## config.mk

```make
export PLATFORM = sky130hd
export DESIGN_NAME = mc_control_unit
export DESIGN_NICKNAME = d
export VERILOG_FILES = /design/src/rtl/mc_cu_pkg.sv /design/src/rtl/mc_cu_decoder.sv /design/src/rtl/mc_control_unit.sv
export SDC_FILE = /design/constraint.sdc
export NUM_CORES = 1
export LEC_CHECK = 0
export BUFFER_PORTS_ARGS = -buffer_cell sky130_fd_sc_hd__buf_2
export CORE_MARGIN = 1
export CORE_UTILIZATION = 40
export DETAILED_ROUTE_END_ITERATION = 8
export PLACE_DENSITY = 0.73
export SYNTH_ARGS = -nofsm -noshare
export SYNTH_HDL_FRONTEND = slang
export SYNTH_HIERARCHICAL = 1
export SYNTH_SLANG_ARGS = --single-unit
```

## constraint.sdc

```tcl
create_clock -name clk -period 7 [get_ports clk]
set_input_delay 0.7 -clock clk [delete_from_list [all_inputs] [get_ports clk]]
set_output_delay 0.7 -clock clk [all_outputs]
set_load 0.01 [all_outputs]
```

## src/rtl/mc_cu_pkg.sv

```systemverilog
// ============================================================================
// Module   : mc_cu_pkg
// Brief    : State encoding, opcode constants, wb_sel codes, instruction class
// Revision : 1.0 - initial release
// ============================================================================
`default_nettype none

package mc_cu_pkg;

  typedef enum logic [2:0] {
    FETCH  = 3'd0,
    DECODE = 3'd1,
    EXEC   = 3'd2,
    MEM    = 3'd3,
    WB     = 3'd4,
    TRAP   = 3'd5
  } state_t;

  typedef enum logic [3:0] {
    CLS_UNKNOWN = 4'd0,
    CLS_R       = 4'd1,
    CLS_IALU    = 4'd2,
    CLS_LOAD    = 4'd3,
    CLS_STORE   = 4'd4,
    CLS_BRANCH  = 4'd5,
    CLS_JAL     = 4'd6,
    CLS_JALR    = 4'd7,
    CLS_LUI     = 4'd8,
    CLS_AUIPC   = 4'd9
  } cls_t;

  localparam logic [6:0] c_OP_R      = 7'b0110011;
  localparam logic [6:0] c_OP_IALU   = 7'b0010011;
  localparam logic [6:0] c_OP_LOAD   = 7'b0000011;
  localparam logic [6:0] c_OP_STORE  = 7'b0100011;
  localparam logic [6:0] c_OP_BRANCH = 7'b1100011;
  localparam logic [6:0] c_OP_JAL    = 7'b1101111;
  localparam logic [6:0] c_OP_JALR   = 7'b1100111;
  localparam logic [6:0] c_OP_LUI    = 7'b0110111;
  localparam logic [6:0] c_OP_AUIPC  = 7'b0010111;

  localparam logic [1:0] c_WB_DM  = 2'b00;
  localparam logic [1:0] c_WB_ALU = 2'b01;
  localparam logic [1:0] c_WB_PC4 = 2'b10;
  localparam logic [1:0] c_WB_IMM = 2'b11;

  function automatic cls_t classify(input logic [6:0] opcode);
    case (opcode)
      c_OP_R:      classify = CLS_R;
      c_OP_IALU:   classify = CLS_IALU;
      c_OP_LOAD:   classify = CLS_LOAD;
      c_OP_STORE:  classify = CLS_STORE;
      c_OP_BRANCH: classify = CLS_BRANCH;
      c_OP_JAL:    classify = CLS_JAL;
      c_OP_JALR:   classify = CLS_JALR;
      c_OP_LUI:    classify = CLS_LUI;
      c_OP_AUIPC:  classify = CLS_AUIPC;
      default:     classify = CLS_UNKNOWN;
    endcase
  endfunction

endpackage

`default_nettype wire

```

## src/rtl/mc_cu_decoder.sv

```systemverilog
// ============================================================================
// Module   : mc_cu_decoder
// Brief    : Combinational opcode-to-class and control-field decode of the IR
// Revision : 1.0 - initial release
// ============================================================================
`default_nettype none

module mc_cu_decoder
  import mc_cu_pkg::*;
(
  input  logic [31:0] ir,
  output cls_t        cls,
  output logic [2:0]  alu_func3,
  output logic        alu_subsra,
  output logic        alu_src_a,
  output logic        alu_src_b,
  output logic [1:0]  wb_sel,
  output logic [2:0]  br_op,
  output logic [2:0]  dm_ctrl,
  output logic [4:0]  rs1,
  output logic [4:0]  rs2,
  output logic [4:0]  rd
);

  logic [2:0] w_func3;
  logic       w_unused;

  assign w_func3  = ir[14:12];
  assign w_unused = ^{ir[31], ir[29:25]};
  assign cls      = classify(ir[6:0]);
  assign rs1      = ir[19:15];
  assign rs2      = ir[24:20];
  assign rd       = ir[11:7];
  assign br_op    = w_func3;
  assign dm_ctrl  = w_func3;

  always_comb begin
    alu_func3  = 3'b000;
    alu_subsra = 1'b0;
    alu_src_a  = 1'b1;
    alu_src_b  = 1'b1;
    wb_sel     = c_WB_ALU;
    case (cls)
      CLS_R: begin
        alu_func3  = w_func3;
        alu_subsra = ir[30];
        alu_src_b  = 1'b0;
      end
      CLS_IALU: begin
        alu_func3  = w_func3;
        // Only shift-right-immediate uses bit 30; elsewhere it is immediate data
        alu_subsra = (w_func3 == 3'b101) ? ir[30] : 1'b0;
      end
      CLS_LOAD:   wb_sel = c_WB_DM;
      CLS_BRANCH: begin
        alu_src_a = 1'b0;
        alu_src_b = 1'b0;
      end
      CLS_JAL: begin
        alu_src_a = 1'b0;
        wb_sel    = c_WB_PC4;
      end
      CLS_JALR:  wb_sel = c_WB_PC4;
      CLS_LUI:   wb_sel = c_WB_IMM;
      CLS_AUIPC: alu_src_a = 1'b0;
      default: ;
    endcase
  end

endmodule

`default_nettype wire

```

## src/rtl/mc_control_unit.sv

```systemverilog
// ============================================================================
// Module   : mc_control_unit
// Brief    : Multi-cycle control FSM with retired-instruction counter.
//            Optional trap on unknown opcode: define MC_CU_TRAP_EN.
// Revision : 1.0 - initial release
// ============================================================================
`default_nettype none

module mc_control_unit
  import mc_cu_pkg::*;
#(
  parameter int XLEN      = 32,
  parameter int INSTRET_W = 32
) (
  input  logic                 clk,
  input  logic                 reset,
  input  logic [31:0]          instr,
  output logic                 imem_req,
  input  logic                 imem_ready,
  output logic                 dmem_req,
  input  logic                 dmem_ready,
  output logic                 dmem_we,
  input  logic                 branch_taken,
  output logic                 ir_we,
  output logic                 pc_we,
  output logic                 rf_we,
  output logic                 pc_sel,
  output logic                 alu_src_a,
  output logic                 alu_src_b,
  output logic [1:0]           wb_sel,
  output logic [2:0]           alu_func3,
  output logic                 alu_subsra,
  output logic [2:0]           br_op,
  output logic [2:0]           dm_ctrl,
  output logic [4:0]           rs1,
  output logic [4:0]           rs2,
  output logic [4:0]           rd,
  output logic [2:0]           state,
  output logic [INSTRET_W-1:0] instret_cnt,
  output logic                 trap
);

  if (INSTRET_W > 2*XLEN) begin : g_width_check
    $error("INSTRET_W must not exceed 2*XLEN");
  end

  state_t               r_state, w_next;
  logic [31:0]          r_ir;
  logic [INSTRET_W-1:0] r_instret;
  cls_t                 w_cls;
  logic w_imem_req, w_ir_we, w_pc_we, w_pc_sel, w_rf_we, w_dmem_req, w_dmem_we;

  mc_cu_decoder u_decoder (
    .ir         (r_ir),
    .cls        (w_cls),
    .alu_func3  (alu_func3),
    .alu_subsra (alu_subsra),
    .alu_src_a  (alu_src_a),
    .alu_src_b  (alu_src_b),
    .wb_sel     (wb_sel),
    .br_op      (br_op),
    .dm_ctrl    (dm_ctrl),
    .rs1        (rs1),
    .rs2        (rs2),
    .rd         (rd)
  );

  always_ff @(posedge clk or posedge reset) begin
    if (reset) begin
      r_state   <= FETCH;
      r_ir      <= 32'd0;
      r_instret <= '0;
    end else begin
      r_state <= w_next;
      if (w_ir_we) r_ir <= instr;
      if (w_pc_we) r_instret <= r_instret + {{(INSTRET_W-1){1'b0}}, 1'b1};
    end
  end

  always_comb begin
    w_next     = r_state;
    w_imem_req = 1'b0;
    w_ir_we    = 1'b0;
    w_pc_we    = 1'b0;
    w_pc_sel   = 1'b0;
    w_rf_we    = 1'b0;
    w_dmem_req = 1'b0;
    w_dmem_we  = 1'b0;
    case (r_state)
      FETCH: begin
        w_imem_req = 1'b1;
        if (imem_ready) begin
          w_ir_we = 1'b1;
          w_next  = DECODE;
        end
      end
      DECODE: w_next = EXEC;
      EXEC: begin
        case (w_cls)
          CLS_LOAD, CLS_STORE: w_next = MEM;
          CLS_BRANCH: begin
            w_next   = FETCH;
            w_pc_we  = 1'b1;
            w_pc_sel = branch_taken;
          end
          CLS_R, CLS_IALU, CLS_LUI, CLS_AUIPC, CLS_JAL, CLS_JALR: w_next = WB;
          default: begin
`ifdef MC_CU_TRAP_EN
            w_next  = TRAP;
`else
            w_next  = FETCH;
            w_pc_we = 1'b1;
`endif
          end
        endcase
      end
      MEM: begin
        w_dmem_req = 1'b1;
        w_dmem_we  = (w_cls == CLS_STORE);
        if (dmem_ready) begin
          if (w_cls == CLS_STORE) begin
            w_next  = FETCH;
            w_pc_we = 1'b1;
          end else begin
            w_next = WB;
          end
        end
      end
      WB: begin
        w_rf_we  = (rd != 5'd0);
        w_pc_we  = 1'b1;
        w_pc_sel = (w_cls == CLS_JAL) || (w_cls == CLS_JALR);
        w_next   = FETCH;
      end
`ifdef MC_CU_TRAP_EN
      TRAP:    w_next = TRAP;
`endif
      default: w_next = FETCH;
    endcase
  end

  // Reset masks the enables combinationally so an in-flight access drops at once
  assign imem_req    = w_imem_req & ~reset;
  assign ir_we       = w_ir_we    & ~reset;
  assign pc_we       = w_pc_we    & ~reset;
  assign pc_sel      = w_pc_sel   & ~reset;
  assign rf_we       = w_rf_we    & ~reset;
  assign dmem_req    = w_dmem_req & ~reset;
  assign dmem_we     = w_dmem_we  & ~reset;
  assign state       = r_state;
  assign instret_cnt = r_instret;

`ifdef MC_CU_TRAP_EN
  assign trap = (r_state == TRAP);
`else
  assign trap = 1'b0;
`endif

endmodule

`default_nettype wire

```

# Yosys cells after proc, flatten, opt, wreduce, memory -nomap -nowiden
# Cells that the tools add are included.
dict set report word_totals {
  word_cells 72
  output_inout_bits 72
  in_bits 37
  regBits 66
}
dict set report op_classes {
  muxes 24
  n_bitwise 8
  n_reduce_logical 11
  eq_ne 25
  addsub 1
}
# operator n
set ops {}
lappend ops {{case mux 4 bit (9 select lines)} 1}
lappend ops {{adder 32 x 1 -> 32 bit (second input constant)} 1}
lappend ops {{equality test 7 x 6 -> 1 bit (second input constant)} 3}
lappend ops {{equality test 7 bit (second input constant)} 3}
lappend ops {{equality test 4 x 3 -> 1 bit (second input constant)} 4}
lappend ops {{equality test 7 x 5 -> 1 bit (second input constant)} 2}
lappend ops {{2-to-1 mux 1 bit} 13}
lappend ops {{2-to-1 mux 3 bit} 4}
lappend ops {{case mux 3 bit (4 select lines)} 1}
lappend ops {{equality test 4 x 2 -> 1 bit (second input constant)} 2}
lappend ops {{equality test 4 bit (second input constant)} 2}
lappend ops {{OR reduction 2 bit} 4}
lappend ops {{OR reduction 8 bit} 1}
lappend ops {{bitwise AND 1 bit} 7}
lappend ops {{equality test 7 x 2 -> 1 bit (second input constant)} 1}
lappend ops {{equality test 3 x 2 -> 1 bit (second input constant)} 2}
lappend ops {{equality test 3 bit (second input constant)} 2}
lappend ops {{case mux 2 bit (3 select lines)} 1}
lappend ops {{case mux 3 bit (2 select lines)} 1}
lappend ops {{OR reduction 6 bit} 1}
lappend ops {{nonzero test 5 bit} 1}
lappend ops {{equality test 4 x 1 -> 1 bit (second input constant)} 1}
lappend ops {{inequality test 2 bit (second input constant)} 2}
lappend ops {{case mux 1 bit (2 select lines)} 2}
lappend ops {{7 further kinds} 7}

# Depth between registers and ports, before layout
dict set report depth {
  word_depth 7
  ltp_mapped 11
}

# Hierarchy
# The synthesis kept the hierarchy.
# module seq_area_each_um2 instances cells_per_inst area_each_um2
set modules_own_cells {}
lappend modules_own_cells {mc_control_unit 1676.6 1 259 3071.7}
lappend modules_own_cells {mc_cu_decoder 0.0 1 58 389.1}

# Worst setup path before layout
# Ideal clock, no wire load.
dict set report synth_timing {
  path_kind {register to output}
  start {reg r_ir[2]}
  end {out pc_we}
  slack_ns 3.709
  n_path_buf 2
  path_stages_with_launch 11
  t_required_ns 6.300
  arrival_ns 2.591
  path_cell_list {dfrtp_1 buf_4 or3b_1 a311oi_2 and2_1 nor4_1 a21oi_1 a21oi_1 o31ai_4 clkbuf_1 nor2_1}
}
dict set report synth_via {
  elab_chain_len 7
}
# item line
set synth_lines {}
lappend synth_lines {{start: declaration} mc_control_unit.sv:48} ;# logic [31:0] r_ir;
lappend synth_lines {{start signal: assignment} mc_control_unit.sv:75} ;# if (w_ir_we) r_ir <= instr;
lappend synth_lines {{equality test 7 x 5 -> 1 bit (tied with other cells)} mc_cu_pkg.sv:48} ;# case (opcode)
lappend synth_lines {{case mux 4 bit (9 select lines) (*)} mc_cu_pkg.sv:48}
lappend synth_lines {{via w_cls[0]} mc_control_unit.sv:50} ;# cls_t w_cls;
lappend synth_lines {{equality test 4 x 3 -> 1 bit (tied with other cells)} {mc_control_unit.sv:99, mc_control_unit.sv:121}}
lappend synth_lines {{OR reduction 8 bit (no source line) / 2-to-1 mux 1 bit (equally long branches)} -}
lappend synth_lines {{2-to-1 mux 1 bit, on equally long branches} {mc_control_unit.sv:99, mc_control_unit.sv:120}}
lappend synth_lines {{case mux 1 bit (3 select lines) (*)} mc_control_unit.sv:89} ;# case (r_state)
lappend synth_lines {{bitwise AND 1 bit (*)} mc_control_unit.sv:145} ;# assign pc_we = w_pc_we & ~reset;
lappend synth_lines {{end: declaration} mc_control_unit.sv:25} ;# output logic pc_we,
# Mark *: on every way through the listed nets, which the timed path passes. The rest lies on a longest branch.

# Worst setup path after layout
# Ends and elaborated chain as after synthesis.

==> metrics <==
via/cell ratio between 5 and 6; share of post-route cells with drive strength above 1 41.0%; n_diodes 0; Yosys Warn Count 6; final setup fails 0; core footprint 7770 um^2; DR WL/cell 14.1 um; Post-DP Area between 3000 and 4000 um^2; Final ANT Viol Nets 0; row cnt 32; Synth Area per Inst around 11 um^2; Routability Congestion between 0.8 and 0.9; clock net sink count approximately 60; CP peak stage delay 0.48 ns; maximum clock frequency roughly 0.26 GHz; Vias about 2500; CP Max Fanout 25; DP HPWL a little under 5000 um; Hold WC Path Type register to register; Top Family by Delay on Critical Path simple AND/OR/NAND/NOR gates; Max transition margin 55.8%; maxcap violations 0; RSZ-0062 raised after global routing false; vias in the first global route 2410; Area Growth Syn to Fin 20.1%; maximum vdd drop 0.000190 V; Worst-Margin Slew ~0.66 ns; chip width ~90 um; status finished, final reports clean; area of the mapped netlist 3240 um^2; Post-CTS Hold Buffers 0; total grt overflow 0; Port Buffer Count slightly above 100; final hold vios 0; Initial Util around two fifths; Setup Fix Bufs, Post-CTS 0; fin. max-slew vios 0; CP endpoint kind primary output; cells resized by post-CTS repair 0; Syn Nets roughly 340; Critical Path AT approximately 3.1 ns; largest net degree at the start of global routing 34; CP cell instances or3b_1 > a311oi_2 > and2_1 > nor2b_1 > o21ai_0 > a21oi_1 > o31ai_4 > buf_4 > nor2_1 > buf_2; worst reg2reg startpoint r_ir[2]$_DFFE_PP0P_; worst hold start instret_cnt[31]$_DFFE_PP0P_; htree depth 3; Fin Setup TNS 0 ns; power density cells around 370 nW/um^2; Critical Path Source r_ir[2]$_DFFE_PP0P_; CP Buf/Inv Count 2; antenna violations before repair 0; GRT Util Overall approximately 17%; period utilization roughly 54%; post-route cell area 3890 um^2; drt pass-1 iters 4; CTS buffer count 9; die height between 90 and 100 um; CTS tree built; latest clock arrival within the worst-skew pair around 0.34 ns; Leak ~1.9 nW; first-pass GRT wire length 11500 um; Syn Inst Count 305; CP required 6.30 ns; DRC 0; Clock Pin Slew Worst Setup and Hold Paths 0.07 ns; drt initial violations 72; WL final approximately 6900 um; num ports ~110; slowest CP cell dfrtp_1; clock skew 0.0119 ns; full die area 8470 um^2; root buf cell clkbuf_8; Startpoint Class register; maximum clock path buffer count 2; Crit Path Category register to primary output; Final Critical Period around 3.8 ns; fin nets 424; R2R Setup Slk between 3 and 4 ns
layout make-up:
cell class | count | area [um^2]
tap | 102 | 128
clock buffer | 11 | 141
multi-input combinational | 202 | 1470
inverter | 7 | 26.3
timing repair buffer | 105 | 536
sequential | 61 | 1530
clock inverter | 4 | 72.6
fill | 748 | 3870
placed cells by master, fill, tap and decap left out, types with 2 or more instances in the layout:
master       n
a211oi_1     3
a21oi_1      7
and2_1       8
and3_1       2
and4_1       2
buf_2      101
buf_4        4
bufinv_16    2
clkbuf_8    10
dfrtp_1     61
inv_1        6
mux2_2      27
nand2_1     24
nand2b_1     3
nand3_1     15
nand3b_1     2
nand4_1      8
nor2_1       9
nor2b_1      3
nor3_1      11
nor3b_1      3
nor4_1       9
nor4_2       6
o21ai_0      4
o21ai_1      2
or2_2        2
or3_1        2
xnor2_1     12
xor2_1      20
stage by stage:
stage | worst slack (ns) | total power [mW] | util (%) | cells | hold WS (ns)
2_1_floorplan | 3.71 | 1.01 | - | 305 | 0.481
3_3_place_gp | 3.63 | 1.09 | 47.4 | 477 | 0.460
3_5_place_dp | 3.57 | 1.11 | 47.4 | 477 | 0.466
4_1_cts | 3.17 | 1.46 | 50.1 | 492 | 0.475
5_1_grt | 2.94 | 1.53 | 50.1 | 492 | 0.516
6_report | 3.19 | 1.44 | 50.1 | 492 | 0.467
state kept, by name, indices dropped and copies added (netlist names):
signal       count
r_ir            26
instret_cnt     32
state            3
worst paths after layout:
check,to,cells past startpoint
worst max-delay path,pc_we,10
worst min-delay path,instret_cnt[31]$_DFFE_PP0P_,1
worst max register to register,instret_cnt[20]$_DFFE_PP0P_,10
worst min register to register,instret_cnt[31]$_DFFE_PP0P_,1
max in group asynchronous,r_ir[12]$_DFFE_PP0P_,3
min in group asynchronous,instret_cnt[24]$_DFFE_PP0P_,2
layer usage:
metal | share of wire, % | wire, um | vias to the layer above | track usage [%]
li1 | - | - | 1208 | -
met1 | 45 | 3150 | 1214 | 21.6
met2 | 46 | 3220 | 85 | 28.5
met3 | 6.5 | 450 | 10 | 4.31
met4 | 1.6 | 112 | 0 | 7.03
met5 | 0 | 0 | - | 0
power breakdown:
| part | leakage [nW] | internal, mW | total [mW] | switching, mW |
|---|---|---|---|---|
| Clock | 0.105 | 0.208 | 0.344 | 0.136 |
| Combinational | 1.02 | 0.247 | 0.529 | 0.282 |
| Sequential | 0.768 | 0.453 | 0.566 | 0.113 |
(Power assumes the default switching activity.)
